$ cat config.mk
export PLATFORM = sky130hd
export DESIGN_NAME = signed_divider
export DESIGN_NICKNAME = d
export VERILOG_FILES = /design/src/rtl/signed_divider.sv
export SDC_FILE = /design/constraint.sdc
export NUM_CORES = 1
export LEC_CHECK = 0
export ABC_AREA = 1
export CAP_MARGIN = 5
export CELL_PAD_IN_SITES_DETAIL_PLACEMENT = 0
export CELL_PAD_IN_SITES_GLOBAL_PLACEMENT = 1
export CORE_MARGIN = 3
export CORE_UTILIZATION = 36
export DETAILED_ROUTE_END_ITERATION = 12
export DONT_BUFFER_PORTS = 1
export HOLD_SLACK_MARGIN = 0.03
export PLACE_DENSITY = 0.73
export REMOVE_ABC_BUFFERS = 1
export SYNTH_ARGS = -nofsm -noshare
export SYNTH_HDL_FRONTEND = slang
export SYNTH_SLANG_ARGS = --single-unit
$ cat constraint.sdc
create_clock -name clk -period 4.7 [get_ports clk]
set_clock_uncertainty 0.15 [all_clocks]
set_input_delay 0.47 -clock clk [delete_from_list [all_inputs] [get_ports clk]]
set_output_delay 0.47 -clock clk [all_outputs]
set_load 0.02 [all_outputs]
$ cat src/rtl/signed_divider.sv
`timescale 1ns/1ps
// signed_divider
//   Sequential signed divider, radix-2 restoring, one quotient bit per cycle.
//   Divides a 2W-bit signed dividend (typically a multiplier product) by a W-bit
//   signed divisor. It uses the same input_ready / output_valid handshake as the
//   multiplier, so a product can be checked or undone in the same datapath.
//   Fixed latency: outputs register 2W+1 edges after the accept edge.
//
// Ports
//   clk          rising-edge clock
//   rst          asynchronous reset, active-high
//   input_ready  start strobe, sampled only while idle
//   dividend     2W-bit signed dividend
//   divisor      W-bit signed divisor
//   busy         high from the accept edge until output_valid drops
//   output_valid one-cycle pulse; quot/rem/ovf valid from this cycle on
//   quot         W-bit signed quotient, truncated toward zero (saturated on ovf)
//   rem          W-bit signed remainder, sign follows the dividend (0 on ovf)
//   ovf          divide-by-zero or quotient outside the W-bit signed range
module signed_divider #(
    parameter int W = 16
) (
    input  logic                  clk,
    input  logic                  rst,
    input  logic                  input_ready,
    input  logic signed [2*W-1:0] dividend,
    input  logic signed [W-1:0]   divisor,
    output logic                  busy,
    output logic                  output_valid,
    output logic signed [W-1:0]   quot,
    output logic signed [W-1:0]   rem,
    output logic                  ovf
);

    localparam int CW = $clog2(2*W);
    localparam logic [CW-1:0]  LAST_STEP = CW'(2*W-1);
    // 2^(W-1): largest quotient magnitude representable when the result is negative
    localparam logic [2*W-1:0] NEG_LIM   = {{W{1'b0}}, 1'b1, {(W-1){1'b0}}};

    typedef enum logic [1:0] {S_IDLE, S_CALC, S_FIX, S_DONE} state_t;

    function automatic logic signed [W-1:0] sat_q(input logic neg);
        return neg ? {1'b1, {(W-1){1'b0}}} : {1'b0, {(W-1){1'b1}}};
    endfunction

    // Positive results may reach 2^(W-1)-1, negative ones 2^(W-1).
    function automatic logic q_range_ovf(input logic [2*W-1:0] mag, input logic neg);
        return neg ? (mag > NEG_LIM) : (mag >= NEG_LIM);
    endfunction

    // Negating a zero magnitude yields zero, so results are never "negative zero".
    function automatic logic signed [W-1:0] apply_sign(input logic [W-1:0] mag, input logic neg);
        return neg ? -$signed(mag) : $signed(mag);
    endfunction

    state_t          r_state;
    logic [CW-1:0]   r_cnt;
    logic            r_sa;      // dividend sign
    logic            r_sb;      // divisor sign
    logic [2*W-1:0]  r_dvd;     // |dividend| shifting out, quotient bits shifting in
    logic [W:0]      r_dsr;     // |divisor|, one extra bit so |-2^(W-1)| fits
    logic [W:0]      r_part;    // partial remainder

    logic [2*W-1:0]  w_dvd_mag;
    logic [W:0]      w_dsr_mag;
    logic [W+1:0]    w_shift;
    logic            w_ge;
    logic            w_qneg;
    logic            w_dz;
    logic            w_rovf;

    assign w_dvd_mag = dividend[2*W-1] ? (~dividend + 1'b1) : dividend;
    assign w_dsr_mag = divisor[W-1] ? (~{divisor[W-1], divisor} + 1'b1) : {1'b0, divisor};

    assign w_shift = {r_part, r_dvd[2*W-1]};
    assign w_ge    = (w_shift >= {1'b0, r_dsr});
    assign w_qneg  = r_sa ^ r_sb;
    assign w_dz    = (r_dsr == '0);
    assign w_rovf  = q_range_ovf(r_dvd, w_qneg);

    always_ff @(posedge clk or posedge rst) begin
        if (rst) begin
            r_state      <= S_IDLE;
            r_cnt        <= '0;
            r_sa         <= 1'b0;
            r_sb         <= 1'b0;
            r_dvd        <= '0;
            r_dsr        <= '0;
            r_part       <= '0;
            busy         <= 1'b0;
            output_valid <= 1'b0;
            quot         <= '0;
            rem          <= '0;
            ovf          <= 1'b0;
        end else begin
            case (r_state)
                S_IDLE: begin
                    if (input_ready) begin
                        r_sa    <= dividend[2*W-1];
                        r_sb    <= divisor[W-1];
                        r_dvd   <= w_dvd_mag;
                        r_dsr   <= w_dsr_mag;
                        r_part  <= '0;
                        r_cnt   <= '0;
                        busy    <= 1'b1;
                        r_state <= S_CALC;
                    end
                end
                S_CALC: begin
                    // With a zero divisor the compare always passes; the result is
                    // discarded in FIX, so the partial remainder may wrap harmlessly.
                    r_dvd  <= {r_dvd[2*W-2:0], w_ge};
                    r_part <= w_ge ? (w_shift[W:0] - r_dsr) : w_shift[W:0];
                    r_cnt  <= r_cnt + 1'b1;
                    if (r_cnt == LAST_STEP) begin
                        r_state <= S_FIX;
                    end
                end
                S_FIX: begin
                    if (w_dz) begin
                        ovf  <= 1'b1;
                        quot <= sat_q(r_sa);
                        rem  <= '0;
                    end else if (w_rovf) begin
                        ovf  <= 1'b1;
                        quot <= sat_q(w_qneg);
                        rem  <= '0;
                    end else begin
                        ovf  <= 1'b0;
                        quot <= apply_sign(r_dvd[W-1:0], w_qneg);
                        rem  <= apply_sign(r_part[W-1:0], r_sa);
                    end
                    output_valid <= 1'b1;
                    r_state      <= S_DONE;
                end
                S_DONE: begin
                    output_valid <= 1'b0;
                    busy         <= 1'b0;
                    r_state      <= S_IDLE;
                end
                default: r_state <= S_IDLE;
            endcase
        end
    end

endmodule

# After elaboration in Yosys (flattened, before gate mapping)
# Index checks and enable logic that the tools add are counted.
[word_totals]
register_bits = 110
in_bits = 51
output_inout_bits = 35
wordCells = 65
[op_classes]
n_addsub = 6
n_lt_le_gt_ge = 3
eq_ne = 6
n_mux = 26
n_bitwise = 3
n_reduce_logical = 9
[ops]
columns = ["cell", "n"]
rows = [
  ["$mux W16", 8],
  ["$mux W32", 2],
  ["$pmux W32 S2", 1],
  ["$mux W17", 3],
  ["$pmux W17 S2", 1],
  ["$add A32 B1 Y32 const B", 1],
  ["$ge A32 B16 Y1 const B", 1],
  ["$gt A32 B16 Y1 const B", 1],
  ["$neg A16 Y16", 2],
  ["$not A32 Y32", 1],
  ["$ge A18 B17 Y1", 1],
  ["$add A17 B1 Y17 const B", 1],
  ["$logic_not A17 Y1", 1],
  ["$not A17 Y17", 1],
  ["$sub A17 B17 Y17", 1],
  ["$pmux W5 S2", 1],
  ["$pmux W2 S4", 1],
  ["$reduce_and A2 Y1", 4],
  ["$reduce_bool A2 Y1", 3],
  ["$add A5 B1 Y5 const B", 1],
  ["$eq A5 B5 Y1 const B", 1],
  ["$mux W5", 1],
  ["$eq A2 B2 Y1 const B", 2],
  ["$mux W1", 4],
  ["6 further kinds", 9],
]

# Longest topological paths before layout
# Gate-level depths: netlist (run 1).
[depth]
ltp_word = 5
mapped_depth = 15
depth_no_buf = 15

# Worst setup path before layout (run 1)
# Ideal clock, no wire load.
[synth_path]
kind = "flip-flop to flip-flop"
from = "reg r_dvd[31]"
to = "reg r_dvd[0]"
setup_time_ps = 123
t_arrival_ps = 1790
setup_slack_ps = 2637
path_stages_with_launch = 12
path_buffers = 1
synth_period_minus_slack_ps = 2063
cell_sequence = "dfrtp_1 -> inv_2 -> ha_1 -> inv_1 -> fa_1 -> nand3_1 -> nand3_1 -> nand3_4 -> nand2_4 -> buf_8 -> o21ai_0 -> nand2_1"
[synth_between]
elab_chain_len = 2
[synth_rtl]
columns = ["item", "line", "rtl"]
rows = [
  ["from (decl)", "60", "logic [2*W-1:0] r_dvd;"],
  ["from (signal assigned)", "101", "r_dvd <= w_dvd_mag;"],
  ["from (signal assigned)", "112", "r_dvd <= {r_dvd[2*W-2:0], w_ge};"],
  ["$ge A18 B17 Y1", "76", "assign w_ge = (w_shift >= {1'b0, r_dsr});"],
  ["$pmux W32 S2", "96", "case (r_state)"],
]
# No other way between the ends.
# A chain may end at the register's enable or synchronous reset.

# Worst setup path after layout (run 1)
[layout_path]
from = "reg r_state[0]"
to = "reg r_dvd[2]"
[layout_between]
elab_chain_len = 3
elab_cells_between_ends = 6
cone_classes = "2 x eq/ne; 1 x mux; 3 x reduce/logical"
[layout_rtl]
columns = ["item", "line", "rtl"]
rows = [
  ["from (decl)", "56", "state_t r_state;"],
  ["from (signal assigned)", "83", "r_state <= S_IDLE;"],
  ["from (signal assigned)", "106", "r_state <= S_CALC;"],
  ["from (signal assigned)", "116", "r_state <= S_FIX;"],
  ["$eq A2 B1 Y1 / $logic_not A2 Y1 (equally long branches)", "96", ""],
  ["$reduce_bool A2 Y1 (no line) / $ne A2 B2 Y1 (equally long branches)", "--", ""],
  ["$reduce_and A2 Y1 (no line)", "--", ""],
]
# Parallel ways exist; a longest one is shown, timed or not.

==> impl_metrics.ini, run 1 <==
[placed_design]
place_congestion = 0.832
dp_cells = 1497
portBuffers = 0
post-dp-hpwl_um = 16700

[clock_tree]
post_cts_buffers = 0
numCtsBuffers = 9
cts_root_buf = clkbuf_16
clkTransAtPathRegs_ns = 0.08
htree_levels = 3
cts_tree = built
postCtsHoldBufs = 0
clockBufferDepth = 2
insertion_delay_ns = 0.36
ctsResizeCount = 0
cts_num_sinks = 110

[route]
wl_per_cell_um = 14.3
first_pass_iters = 5
vias_per_cell = 4.85
top_layer_used = met4
drc = 0
wl_met3_um = 1010
drt-met1-wl_um = 11400
wirelength_um = 21700
met2_length_um = 8980
via_count = 7332
drt_iter0_markers = 617
ant_nets = 0

[synthesis]
yosys_register_bits = 110
synth_warnings = 0
async_reset_ff_share_pct = 100
syn_avg_cell_area_um2 = 6.53
synth_area_leaders = dfrtp_1 34%, nand2_1 17%, nor2_1 8.1%, inv_1 7.5%, nand3_1 6.5%
synth_common_cells = 374 x nand2_1, 175 x nor2_1, 162 x inv_1, 110 x dfrtp_1, 106 x nand3_1
synth_cells = 1246
synth_top_area_share_pct = 33.8
ys_seq_area_share_pct = 33.8
synthMostInstantiatedCell = nand2_1
synth-main-ff-cell = dfrtp_1
synth_edf_count = 0
synth_cell_type_count = 42
synth_top_area_cell = dfrtp_1
synthesis.area_um2 = 8140

[grt]
grt_overflow = 0
antenna_found_initial = 0
grt_pass1_wl_um = 35700
grt_max_degree = 81
track_usage_pct = 17.9
grt_pass1_vias = 6774

[die]
dieArea_um2 = 24400
chipWidth_um = 156
core_area_um2 = 22000
dieHeight_um = 156
ios = 86
rows = 54
initial_core_util_pct = 36.9

[critical_path]
crit_path_start_kind = register
critPathArrivalTime_ns = 3.29
r2r_cells = 10
endpoint_kind = register
rrSetupSlack_ns = 1.50
reg2reg_from = r_state[0]
endpoint = r_dvd[2]
startpoint = r_state[0]
critPathMaxFanout = 35
r2r_end = r_dvd[2]
crit_type = register to register
crit_required_ns = 4.80

[layout]
layout.cells.non_filler = 1513
fill_cells = 2425
area_delta_synth_final_pct = 6.27
drive_gt1_share_pct = 4.79
post-route-util_pct = 39.3
finalNetCount = 1307
diodes = 0

[sta]
worstMarginPinSlew_ns = 1.03
hold_viol_final = 0
setup_tns_ns = 0
setup_violations = 0
period_needed_ns = 3.20
finalCritPeriodShare_pct = 68.0
rsz0062_at_grt = no
worst_hold_slack_ns = 0.0488
max_freq_ghz = 0.313
relSlewSlack_pct = 31.7
drv_slew = 0

[pwr]
p_per_area_nw_per_um2 = 710
vdd.ir_drop.worst_mv = 0.325
leakagePower_nw = 4.53

[min_path]
hold_path.class = input pin to asynchronous set/reset pin

[status]
status = finished, final reports clean

[job]
maxCapViolations = 0
-- kinds of logic after synthesis --
kind of cell / count (synthesis) / synth area share, %
simple gates: 711 / 37.0
flops: 110 / 33.8
fa+ha+maj: 28 / 4.40
xor+xnor: 42 / 4.52
compound gates: 152 / 10.4
buf+inv: 203 / 9.89
-- metal layers --
layer  GRT usage, %  vias up
li1               -     3900
met1           27.6     3277
met2           25.6      135
met3           3.71       20
met4           4.25        0
met5              0        -
-- worst max-delay path, stage by stage, from the launching register on --
cell	delay [ns]
dfrtp_1	0.38
inv_1	0.09
ha_1	0.24
nand2_1	0.52
o21ai_1	0.17
buf_4	0.26
inv_1	0.53
buf_4	0.48
a21oi_1	0.08
o21ai_0	0.09
o21ai_0	0.09
-- metrics by stage --
stage	power [mW]	worst slack, ns	area [µm²]
floorplan	4.50	0.297	7960
global placement	5.37	1.57	8360
detailed placement	5.41	1.49	8360
CTS	6.19	1.49	8650
global route	6.86	1.19	8650
finish	6.14	1.50	8650
-- layout by cell type, fill, tap and decap left out, types with 3 or more instances in the layout --
cell type	netlist	final
o21ai_0	73	73
o21ai_2	11	11
clkbuf_16	0	9
nand4_1	16	16
dfrtp_1	110	110
nor3_1	11	11
nand2_1	374	374
xor2_1	33	33
a21oi_1	47	47
o21ai_1	3	3
o211ai_1	7	7
nand2_2	6	6
inv_1	162	161
nor2_2	5	5
xnor2_1	9	9
ha_1	27	27
inv_6	0	3
nand3b_1	4	4
nor2_1	175	175
o22ai_1	5	5
inv_2	3	3
buf_4	2	7
nand3_1	106	106
-- worst min-delay path by stage --
stage | start | endpoint | slack, ns | cells past startpoint
after CTS | rst | ovf | 0.11 | 1
after floorplan | r_dvd[22] | r_dvd[22] | 0.30 | 2
after global routing | rst | quot[0] | 0.13 | 1
after detailed placement | r_dvd[27] | r_dvd[27] | 0.32 | 2
after global placement | r_dvd[27] | r_dvd[27] | 0.31 | 2
final | rst | rem[0] | 0.05 | 1
-- registers in the layout (all words and copies together) (netlist names) --
name	flops
busy	1
output_valid	1
ovf	1
quot	16
r_cnt	5
r_dsr	17
r_dvd	32
r_part	17
r_sa	1
r_sb	1
r_state	2
rem	16
-- report_power, final --
part	total, mW	internal, mW	switching (mW)
logic	3.60	1.24	2.36
registers	1.79	1.33	0.454
clock network	0.750	0.381	0.369
total	6.14	2.95	3.19
-- cell type report --
class                      instances  area (µm²)  share of cell area (%)
multi-input combinational        933        4580                    53.0
tap                              280         350                    4.05
clock buffer                      11         243                    2.81
inverter                         167         629                    7.28
sequential                       110        2750                    31.8
clock inverter                     5        40.0                   0.463
timing repair buffer               7        52.6                   0.608
Note: power is estimated with default switching activity, not from simulation.
==> inputs of run 2 (changes only) <==
- PLACE_DENSITY: 0.73 -> 0.75
- clock period: 4.7 -> 2.8 ns (I/O delays scaled with it)
==> run 2 against run 1 <==
Net effect:
- largest power group unchanged
- register-to-register slack worse by 1.1 ns
- die area stayed put
- global-route usage barely moved
==> impl_metrics.ini, run 2 (same netlist as run 1, synthesis figures left out) <==
[layout]
stdcell_area_um2 = 9010
regMostFlops = r_dvd
layout.cells.non_filler = 1545
drive_gt1_share_pct = 5.14
finalNetCount = 1339
final_common_cell = nand2_1
most-common-layout-cells = 374 x nand2_1, 175 x nor2_1, 161 x inv_1, 110 x dfrtp_1, 106 x nand3_1
diodes = 0
largest_reg_flops = 32
area_delta_synth_final_pct = 10.8
top_regs = r_dvd x32, r_dsr x17, r_part x17

[pwr]
p_sw_mw = 5.39
vdd.ir_drop.worst_mv = 0.492
intPower_mw = 5.19
seqPwrFrac_pct = 28.2
switching_share_pct = 50.9
finalPower_mw = 10.6
p_per_area_nw_per_um2 = 1170
combPwrFrac_pct = 58.2
leakagePower_nw = 4.69
p_clk_share_pct = 13.6

[route]
drt_iter0_markers = 483
first_pass_iters = 5
ant_nets = 0
via_count = 7443
wirelength_um = 21900
drc = 0
wl_per_cell_um = 14.2
vias_per_cell = 4.82

[critical_path]
crit_required_ns = 2.89
max_stage_delay_ns = 0.47
crit_family = simple AND/OR/NAND/NOR gates
crit_path_start_kind = register
crit_slowest_cell = dfrtp_1
crit_path_frequent_cell = nand2_1
path_cells = ha_1 > nand2_1 > inv_1 > nand2_1 > nand2_1 > nand2_1 > nand2_1 > nor2_4 > nand2_4 > o21ai_0 > nand2_1
critPathArrivalTime_ns = 2.49
rrSetupSlack_ns = 0.39
crit_type = register to register
endpoint_kind = register
critPathMaxFanout = 18
startpoint = r_part[12]
reg2reg_from = r_part[12]
path_buf_inv = 1

[min_path]
hold_path.class = input pin to register
min_from = dividend[22]

[sta]
setup_violations = 0
relSlewSlack_pct = 57.6
period_needed_ns = 2.41
rsz0062_at_grt = no
worstMarginPinSlew_ns = 0.636
max_freq_ghz = 0.415
finalCritPeriodShare_pct = 86.0
drv_slew = 0
hold_viol_final = 0

[die]
rows = 54
dieHeight_um = 156
chipWidth_um = 156
core_area_um2 = 22000
dieArea_um2 = 24400
initial_core_util_pct = 36.9
ios = 86

[grt]
grt_max_degree = 52
grtUsageMet1_pct = 28.0
grt_pass1_wl_um = 36100
grt_pass1_vias = 6913
grt_overflow = 0
track_usage_pct = 17.9
busiest_layer = met1
antenna_found_initial = 0
grt.met2_usage_pct = 26.1
met3_usage_pct = 2.77

[clock_tree]
clkTransAtPathRegs_ns = 0.08
numCtsBuffers = 9
htree_levels = 3
cts_root_buf = clkbuf_16
cts_tree = built
postCtsHoldBufs = 27
clockBufferDepth = 2
insertion_delay_ns = 0.35
ctsResizeCount = 0
cts_num_sinks = 110
post_cts_buffers = 0

[placed_design]
post_dp_cell_area_um2 = 8410
post-dp-hpwl_um = 16800
portBuffers = 0
place_congestion = 0.885
dp_cells = 1502

[job]
maxCapViolations = 0

[status]
status = finished, final reports clean
==> run 2: through the flow <==
step | setup TNS [ns] | hold slack [ns] | util (%) | setup WS, ns
2_1_floorplan | -128.04 | 0.299 | - | -1.60
3_3_place_gp | 0 | 0.148 | 38.2 | 0.477
3_5_place_dp | 0 | 0.148 | 38.2 | 0.424
4_1_cts | 0 | 0.0314 | 40.9 | 0.370
5_1_grt | 0 | 0.0413 | 40.9 | 0.196
6_report | 0 | 0.0378 | 40.9 | 0.392
==> run 2: area by class of cell <==
class | instances | area, µm²
timing repair buffer | 39 | 373
sequential | 110 | 2750
clock inverter | 7 | 106
clock buffer | 9 | 225
fill | 2426 | 13000
multi-input combinational | 933 | 4580
inverter | 167 | 629
tap | 280 | 350
==> run 2: final timing paths <==
kind / cells after the start / endpoint
hold / removal: 4 / r_dvd[22]
setup reg to reg: 11 / r_dvd[0]
hold reg to reg: 2 / r_dvd[27]
min in group asynchronous: 2 / quot[6]
max in group asynchronous: 3 / r_dsr[14]
setup / recovery: 11 / r_dvd[0]
==> run 2: per-layer routing <==
metal,up-vias,routed length (µm)
met5,-,0
met4,0,197
met3,13,935
met2,116,9200
met1,3348,11500
li1,3966,-
==> run 2: worst reg2reg max path: cells and delay by family, from the launching register on <==
kind / cells / cell delay [ns]
adders and majority gates: 1 / 0.37
and+or+nand+nor: 8 / 1.05
DFF: 1 / 0.47
AOI/OAI and AO/OA: 1 / 0.21
buffers and inverters: 1 / 0.05
==> run 2: power groups by stage <==
stage          combinational, mW  sequential, mW  clock, mW
2_1_floorplan               4.74            2.81          0
3_3_place_gp                6.10            2.99          0
3_5_place_dp                6.13            3.01          0
4_1_cts                     6.19            2.99       1.49
5_1_grt                     7.13            3.09       1.54
6_report                    6.16            2.99       1.44
